### config.mk
export PLATFORM = sky130hd
export DESIGN_NAME = sid_voice_bank
export DESIGN_NICKNAME = d
export VERILOG_FILES = /design/src/rtl/sid_pkg.sv /design/src/rtl/sid_wave_mix.sv /design/src/rtl/sid_voice_bank.sv
export SDC_FILE = /design/constraint.sdc
export NUM_CORES = 1
export LEC_CHECK = 0
export ABC_AREA = 1
export CAP_MARGIN = 10
export CORE_MARGIN = 1
export CORE_UTILIZATION = 67
export DETAILED_ROUTE_END_ITERATION = 6
export PLACE_DENSITY = 0.85
export SYNTH_ARGS = -nofsm -noshare
export SYNTH_HDL_FRONTEND = slang
export SYNTH_SLANG_ARGS = --single-unit
### constraint.sdc
create_clock -name CLK -period 13.25 [get_ports CLK]
set_input_delay 3.3125 -clock CLK [delete_from_list [all_inputs] [get_ports CLK]]
set_output_delay 3.3125 -clock CLK [all_outputs]
set_load 0.1 [all_outputs]
### src/rtl/sid_pkg.sv
// rtl/sid_pkg.sv - register map, control bits, LFSR helpers and FSM states for the SID voice bank
package sid_pkg;

  localparam int OUT_W  = 12;
  localparam int LFSR_W = 23;
  localparam logic [LFSR_W-1:0] LFSR_RESET = 23'h7FFFFF;

  // register offsets within one voice block
  localparam int REG_FREQ_LO = 0;
  localparam int REG_FREQ_HI = 1;
  localparam int REG_PW_LO   = 2;
  localparam int REG_PW_HI   = 3;
  localparam int REG_CTRL    = 4;

  // CTRL bit positions
  localparam int CTRL_SYNC  = 1;
  localparam int CTRL_RING  = 2;
  localparam int CTRL_TEST  = 3;
  localparam int CTRL_TRI   = 4;
  localparam int CTRL_SAW   = 5;
  localparam int CTRL_PULSE = 6;
  localparam int CTRL_NOISE = 7;

  // LFSR feedback taps
  localparam int LFSR_FB_A = 22;
  localparam int LFSR_FB_B = 17;

  typedef enum logic {
    ST_IDLE = 1'b0,
    ST_RUN  = 1'b1
  } state_e;

  function automatic logic [LFSR_W-1:0] lfsr_step(input logic [LFSR_W-1:0] l);
    return {l[LFSR_W-2:0], l[LFSR_FB_A] ^ l[LFSR_FB_B]};
  endfunction

  // the eight LFSR bits that drive the noise waveform, MSB first
  function automatic logic [7:0] noise_taps(input logic [LFSR_W-1:0] l);
    return {l[20], l[18], l[14], l[11], l[9], l[5], l[2], l[0]};
  endfunction

  // clear noise tap bits wherever the mixed output bit is low
  function automatic logic [LFSR_W-1:0] lfsr_lockup(input logic [LFSR_W-1:0] l,
                                                    input logic [7:0] m);
    logic [LFSR_W-1:0] r;
    r     = l;
    r[20] = l[20] & m[7];
    r[18] = l[18] & m[6];
    r[14] = l[14] & m[5];
    r[11] = l[11] & m[4];
    r[9]  = l[9]  & m[3];
    r[5]  = l[5]  & m[2];
    r[2]  = l[2]  & m[1];
    r[0]  = l[0]  & m[0];
    return r;
  endfunction

endpackage

### src/rtl/sid_wave_mix.sv
// rtl/sid_wave_mix.sv - combinational saw/tri/pulse/noise generation and AND mixer for one voice slice
module sid_wave_mix
  import sid_pkg::*;
(
  input  logic [12:0]      phase_top_i,  // new phase, MSB down to MSB-12
  input  logic [7:0]       noise_i,      // LFSR noise tap bits
  input  logic [11:0]      pw_i,
  input  logic [7:2]       ctrl_i,
  input  logic             src_msb_i,    // stored MSB of the ring-mod source voice
  output logic [OUT_W-1:0] wave_o
);

  logic [11:0] saw_w;
  logic [11:0] tri_w;
  logic [11:0] pulse_w;
  logic [11:0] noise_w;
  logic        tri_msb;
  logic        any_sel;

  // build each waveform and AND together the selected ones
  always_comb begin
    saw_w   = phase_top_i[12:1];
    tri_msb = phase_top_i[12] ^ (ctrl_i[CTRL_RING] & src_msb_i);
    tri_w   = tri_msb ? ~phase_top_i[11:0] : phase_top_i[11:0];
    pulse_w = (ctrl_i[CTRL_TEST] || (saw_w < pw_i)) ? 12'hFFF : 12'h000;
    noise_w = {noise_i, 4'b0000};
    wave_o  = 12'hFFF;
    any_sel = 1'b0;
    if (ctrl_i[CTRL_TRI]) begin
      wave_o  = wave_o & tri_w;
      any_sel = 1'b1;
    end
    if (ctrl_i[CTRL_SAW]) begin
      wave_o  = wave_o & saw_w;
      any_sel = 1'b1;
    end
    if (ctrl_i[CTRL_PULSE]) begin
      wave_o  = wave_o & pulse_w;
      any_sel = 1'b1;
    end
    if (ctrl_i[CTRL_NOISE]) begin
      wave_o  = wave_o & noise_w;
      any_sel = 1'b1;
    end
    if (!any_sel) begin
      wave_o = 12'h000;
    end
  end

endmodule

### src/rtl/sid_voice_bank.sv
// rtl/sid_voice_bank.sv - time-multiplexed SID oscillator bank; SID_VOICE_BANK_NOISE_LOCKUP_EN enables noise lockup
module sid_voice_bank
  import sid_pkg::*;
#(
  parameter int NUM_VOICES   = 3,
  parameter int ACC_W        = 24,
  parameter int NOISE_TAP    = 19,
  parameter int BASE_ADDR    = 0,
  parameter int VOICE_STRIDE = 7,
  parameter int ADDR_W       = 5
) (
  input  logic                          CLK,
  input  logic                          RSTn,
  input  logic                          CLKen,
  input  logic                          WR,
  input  logic [ADDR_W-1:0]             ADDR,
  input  logic [7:0]                    DATA,
  output logic                          OUT_VALID,
  output logic [$clog2(NUM_VOICES)-1:0] OUT_VOICE,
  output logic [OUT_W-1:0]              OUTPUT,
  output logic                          OVERRUN
);

  localparam int VOICE_W = $clog2(NUM_VOICES);
  localparam int MSB     = ACC_W - 1;
  localparam logic [VOICE_W-1:0] LAST_V = VOICE_W'(NUM_VOICES - 1);

  state_e             state_q, state_d;
  logic [VOICE_W-1:0] v_q, v_d;
  logic               busy;
  logic               overrun_d;

  logic [ACC_W-1:0]      phase_q [NUM_VOICES];
  logic [LFSR_W-1:0]     lfsr_q  [NUM_VOICES];
  logic [15:0]           freq_q  [NUM_VOICES];
  logic [11:0]           pw_q    [NUM_VOICES];
  logic [7:1]            ctrl_q  [NUM_VOICES];
  logic [NUM_VOICES-1:0] edge_q;

  logic               out_valid_q;
  logic [VOICE_W-1:0] out_voice_q;
  logic [OUT_W-1:0]   output_q;
  logic               overrun_q;

  logic [VOICE_W-1:0] src_v;
  logic [7:1]         cur_ctrl;
  logic [ACC_W-1:0]   old_phase;
  logic [ACC_W-1:0]   new_phase;
  logic               msb_rise;
  logic [LFSR_W-1:0]  lfsr_shift;
  logic [LFSR_W-1:0]  lfsr_new;
  logic [OUT_W-1:0]   wave;

  // sequencer state register
  always_ff @(posedge CLK or negedge RSTn) begin
    if (!RSTn) begin
      state_q <= ST_IDLE;
      v_q     <= '0;
    end else begin
      state_q <= state_d;
      v_q     <= v_d;
    end
  end

  // sequencer: one voice per RUN cycle; ticks arriving while busy are dropped and flagged
  always_comb begin
    state_d   = state_q;
    v_d       = v_q;
    busy      = 1'b0;
    overrun_d = 1'b0;
    case (state_q)
      ST_IDLE: begin
        if (CLKen) begin
          state_d = ST_RUN;
          v_d     = '0;
        end
      end
      ST_RUN: begin
        busy      = 1'b1;
        overrun_d = CLKen;
        if (v_q == LAST_V) begin
          state_d = ST_IDLE;
          v_d     = '0;
        end else begin
          v_d = v_q + VOICE_W'(1);
        end
      end
      default: begin
        state_d = ST_IDLE;
        v_d     = '0;
      end
    endcase
  end

  // shared phase adder, sync reset and LFSR clocking for the voice in the slot
  always_comb begin
    src_v     = (v_q == '0) ? LAST_V : v_q - VOICE_W'(1);
    cur_ctrl  = ctrl_q[v_q];
    old_phase = phase_q[v_q];
    new_phase = old_phase + ACC_W'(freq_q[v_q]);
    if (cur_ctrl[CTRL_TEST] || (cur_ctrl[CTRL_SYNC] && edge_q[src_v])) begin
      new_phase = '0;
    end
    msb_rise   = !old_phase[MSB] && new_phase[MSB];
    lfsr_shift = lfsr_q[v_q];
    if (cur_ctrl[CTRL_TEST]) begin
      lfsr_shift = LFSR_RESET;
    end else if (!old_phase[NOISE_TAP] && new_phase[NOISE_TAP]) begin
      lfsr_shift = lfsr_step(lfsr_q[v_q]);
    end
  end

  sid_wave_mix u_wave_mix (
    .phase_top_i (new_phase[MSB -: 13]),
    .noise_i     (noise_taps(lfsr_shift)),
    .pw_i        (pw_q[v_q]),
    .ctrl_i      (cur_ctrl[7:2]),
    .src_msb_i   (phase_q[src_v][MSB]),
    .wave_o      (wave)
  );

  // LFSR write-back value, optionally degraded by the mixed output
  always_comb begin
    lfsr_new = lfsr_shift;
`ifdef SID_VOICE_BANK_NOISE_LOCKUP_EN
    if (!cur_ctrl[CTRL_TEST] && cur_ctrl[CTRL_NOISE] &&
        (cur_ctrl[CTRL_TRI] || cur_ctrl[CTRL_SAW] || cur_ctrl[CTRL_PULSE])) begin
      lfsr_new = lfsr_lockup(lfsr_shift, wave[11:4]);
    end
`endif
  end

  // register file: decoded bus writes, unmapped addresses ignored
  always_ff @(posedge CLK or negedge RSTn) begin
    if (!RSTn) begin
      for (int i = 0; i < NUM_VOICES; i++) begin
        freq_q[i] <= '0;
        pw_q[i]   <= '0;
        ctrl_q[i] <= '0;
      end
    end else if (WR) begin
      for (int i = 0; i < NUM_VOICES; i++) begin
        if (int'(ADDR) == BASE_ADDR + i * VOICE_STRIDE + REG_FREQ_LO) freq_q[i][7:0]  <= DATA;
        if (int'(ADDR) == BASE_ADDR + i * VOICE_STRIDE + REG_FREQ_HI) freq_q[i][15:8] <= DATA;
        if (int'(ADDR) == BASE_ADDR + i * VOICE_STRIDE + REG_PW_LO)   pw_q[i][7:0]    <= DATA;
        if (int'(ADDR) == BASE_ADDR + i * VOICE_STRIDE + REG_PW_HI)   pw_q[i][11:8]   <= DATA[3:0];
        if (int'(ADDR) == BASE_ADDR + i * VOICE_STRIDE + REG_CTRL)    ctrl_q[i]       <= DATA[7:1];
      end
    end
  end

  // per-voice oscillator state, updated only in that voice's slot
  always_ff @(posedge CLK or negedge RSTn) begin
    if (!RSTn) begin
      for (int i = 0; i < NUM_VOICES; i++) begin
        phase_q[i] <= '0;
        lfsr_q[i]  <= LFSR_RESET;
      end
      edge_q <= '0;
    end else if (busy) begin
      phase_q[v_q] <= new_phase;
      lfsr_q[v_q]  <= lfsr_new;
      edge_q[v_q]  <= msb_rise;
    end
  end

  // output registers: sample held between valid pulses
  always_ff @(posedge CLK or negedge RSTn) begin
    if (!RSTn) begin
      out_valid_q <= 1'b0;
      out_voice_q <= '0;
      output_q    <= '0;
      overrun_q   <= 1'b0;
    end else begin
      out_valid_q <= busy;
      overrun_q   <= overrun_d;
      if (busy) begin
        out_voice_q <= v_q;
        output_q    <= wave;
      end
    end
  end

  assign OUT_VALID = out_valid_q;
  assign OUT_VOICE = out_voice_q;
  assign OUTPUT    = output_q;
  assign OVERRUN   = overrun_q;

endmodule

==> reports/qor.txt <==
Max clock buf depth: 3
Nets@finish: 1,760
Via/cell ratio: 6.06
H-tree lvl count: 1
Final Hold Vio Count: 0
First-pass GRT wire length: 57,400 um
Outcome: finished, violations left
Synth Register Bits: 268
Crit end category: register
Die H: 145 um
Starting Density: 69.4%
Seq/Total Area, Yosys: 49.7%
# resized after CTS: 0
WP data required: 13.69 ns
Slew @ Worst Pin: 1.04 ns
Total grt overflow: 0
Final non-filler cell area: 15,000 um^2
Clk_lat worst skew: 0.56 ns
Cts hold-fix bufs: 0
Ys flop type: dfrtp_1
Final wirelength: 35,600 um
Mapped Area: 13,700 um^2
CTS root buf: clkbuf_16
CTS tree: done
Hold slack: 0.468 ns
Fmax: 156 MHz
GPL Wtd Cong: 0.904
Crit path kind: reg -> reg
Startpoint Class: register
Slew margin rel.: 30.7%
Setup Skew: 0.0130 ns
Final Cycle Share: 48.2%
Largest net degree at the start of global routing: 128
Hold crit path type: reg -> reg
Async SR Flop Fraction: 100%
Cells after Synth: 1,733
Leakage: 7.01 nW
DR vias: 12,109
CP max stage cell: buf_4
Period minus WS final: 6.39 ns
DRC viols: 5
Pre-antenna DRT Iters: 7
Synthesized net count: 1,781
Max Slew Vio Count: 0
Total die area: 21,000 um^2
Chip width: 145 um
Drt initial violations: 1,089
Final setup viols: 0
IO Count: 33
Mean post-synth cell area: 7.89 um^2
VDD IR max: 0.160 mV
WL/cell: 17.8 um
Post-route setup TNS: 0 ns
P&R area growth vs syn: 9.51%
Global Route Usage Sum: 35.2%
MaxCap Viol Count: 0
Rows: 51
Failing checks: design-rule violations
Layout cell share with drive strength beyond 1: 10.4%
Clock-pin transition on the worst setup and hold timing paths: 0.06 ns
# diodes: 0
Placed Area: 14,000 um^2
Slack of the critical path: 6.86 ns
Clock Sink Count: 268
Pwr dens: 300 nW/um^2
Critical path arrival: 6.83 ns
Worst-path maximum fanout: 50
Synth unique cells: 48
CTS Buf Count: 28
Post-synth EDFFs: 0
Crit path largest cell delay: 0.60 ns
Worst slack at placement: 7.08 ns
Post-CTS Setup Bufs: 0
Core Util, Final: 76.0%
Cell mode on critical path: nand2_1
YS warnings: 0
Detail Route Antenna Nets: 0
RSZ-0062 raised after global routing: no
I/O Buffers: 32
Antenna violations before repair: 0
Detailed Place HPWL: 22,300 um
Vias in the first global route: 11,494
Placeable Area: 19,700 um^2
[final timing paths]
kind | startpoint | endpoint | slack (ns) | cells after the start
worst min-delay path | lfsr_q[8] | lfsr_q[8] | 0.47 | 2
worst max register to register | v_q[1] | OUTPUT[4] | 6.86 | 28
max in group asynchronous | RSTn | phase_q[54] | 8.78 | 2
worst min register to register | lfsr_q[8] | lfsr_q[8] | 0.47 | 2
min in group asynchronous | RSTn | phase_q[67] | 2.90 | 1
worst max-delay path | v_q[1] | OUTPUT[4] | 6.86 | 28
[layer usage]
layer  GRT usage [%]  vias to the layer above  routed length, um
li1                -                     5665                  -
met1            46.3                     5748              14700
met2            58.7                      589              17000
met3            5.79                      107               2700
met4            13.2                        0               1170
met5               0                        -                  0
[power breakdown]
group / total (mW) / switching, mW / internal (mW)
combinational: 2.36 / 1.67 / 0.687
clock: 0.810 / 0.329 / 0.481
sequential: 1.32 / 0.141 / 1.18
[cell usage in the layout, fill, tap and decap left out, drive strengths merged, types with 15 or more instances in the layout]
master and instances:
nand2 525, o21ai 379, dfrtp 199, inv 120, nor2 113, dfstp 69, a21oi 69, nand3 40
clkbuf 38, clkdlybuf4s50 31, ha 30, nand4 15, buf 15
[registers in the layout (all words and copies together), names as in the netlist]
register and cells:
OUT_VOICE 2, ctrl_q 21, OUT_VALID 1, v_q 2, OUTPUT 12, state_q 1, pw_q 36, phase_q 72
freq_q 48, lfsr_q 69, edge_q 3, OVERRUN 1
[worst max-delay path: cells and delay by family (launching register included)]
| family | cells | cell delay [ns] |
|---|---|---|
| buffers and inverters | 7 | 1.95 |
| adder cells (fa/ha/maj) | 3 | 0.91 |
| flip-flops | 1 | 0.33 |
| AND/OR/NAND/NOR | 15 | 2.17 |
| AO/OA/AOI/OAI | 3 | 0.87 |
[cell usage after synthesis (3+ instances only)]
cell type | number | area [um^2]
a211oi_2 | 7 | 87.6
nand2_1 | 519 | 1950
nand2_2 | 6 | 37.5
buf_6 | 6 | 67.6
or2_2 | 12 | 75.1
ha_1 | 30 | 375
nand4_1 | 15 | 93.8
nor2_1 | 111 | 417
dfstp_2 | 69 | 1810
o21ai_0 | 368 | 1840
buf_2 | 9 | 45.0
xor2_1 | 3 | 26.3
a32oi_1 | 4 | 35.0
buf_1 | 8 | 30.0
buf_4 | 4 | 30.0
inv_2 | 6 | 22.5
a21oi_1 | 68 | 340
o21ai_1 | 10 | 50.1
a2bb2oi_1 | 10 | 87.6
inv_1 | 113 | 424
nand3_1 | 35 | 175
nand3_2 | 4 | 40.0
a22oi_1 | 8 | 60.1
nor3_1 | 6 | 30.0
clkbuf_1 | 70 | 263
a31oi_1 | 9 | 56.3
dfrtp_1 | 199 | 4980
[logic make-up after synthesis]
family,share of synthesized area (%)
AOI/OAI and AO/OA,19.5
DFF,49.7
and+or+nand+nor,21.2
buffers and inverters,6.55
xor gates and xnor gates,0.192
adders and majority gates,2.89
[through the flow]
step	cells	power (mW)
after floorplan	1733	3.02
after detailed placement	1947	3.61
after global placement	1947	3.53
after CTS	1998	4.45
after global routing	1998	4.81
final	1998	4.49
[layout make-up]
class	count	area, um^2
Clock buffer	38	798
Timing Repair Buffer	46	430
Clock inverter	13	168
Multi-Input combinational cell	1246	6000
Fill cell	1423	4740
Tap cell	265	332
Sequential cell	268	6790
Inverter	122	460
Note: power is estimated with default switching activity, not from simulation.
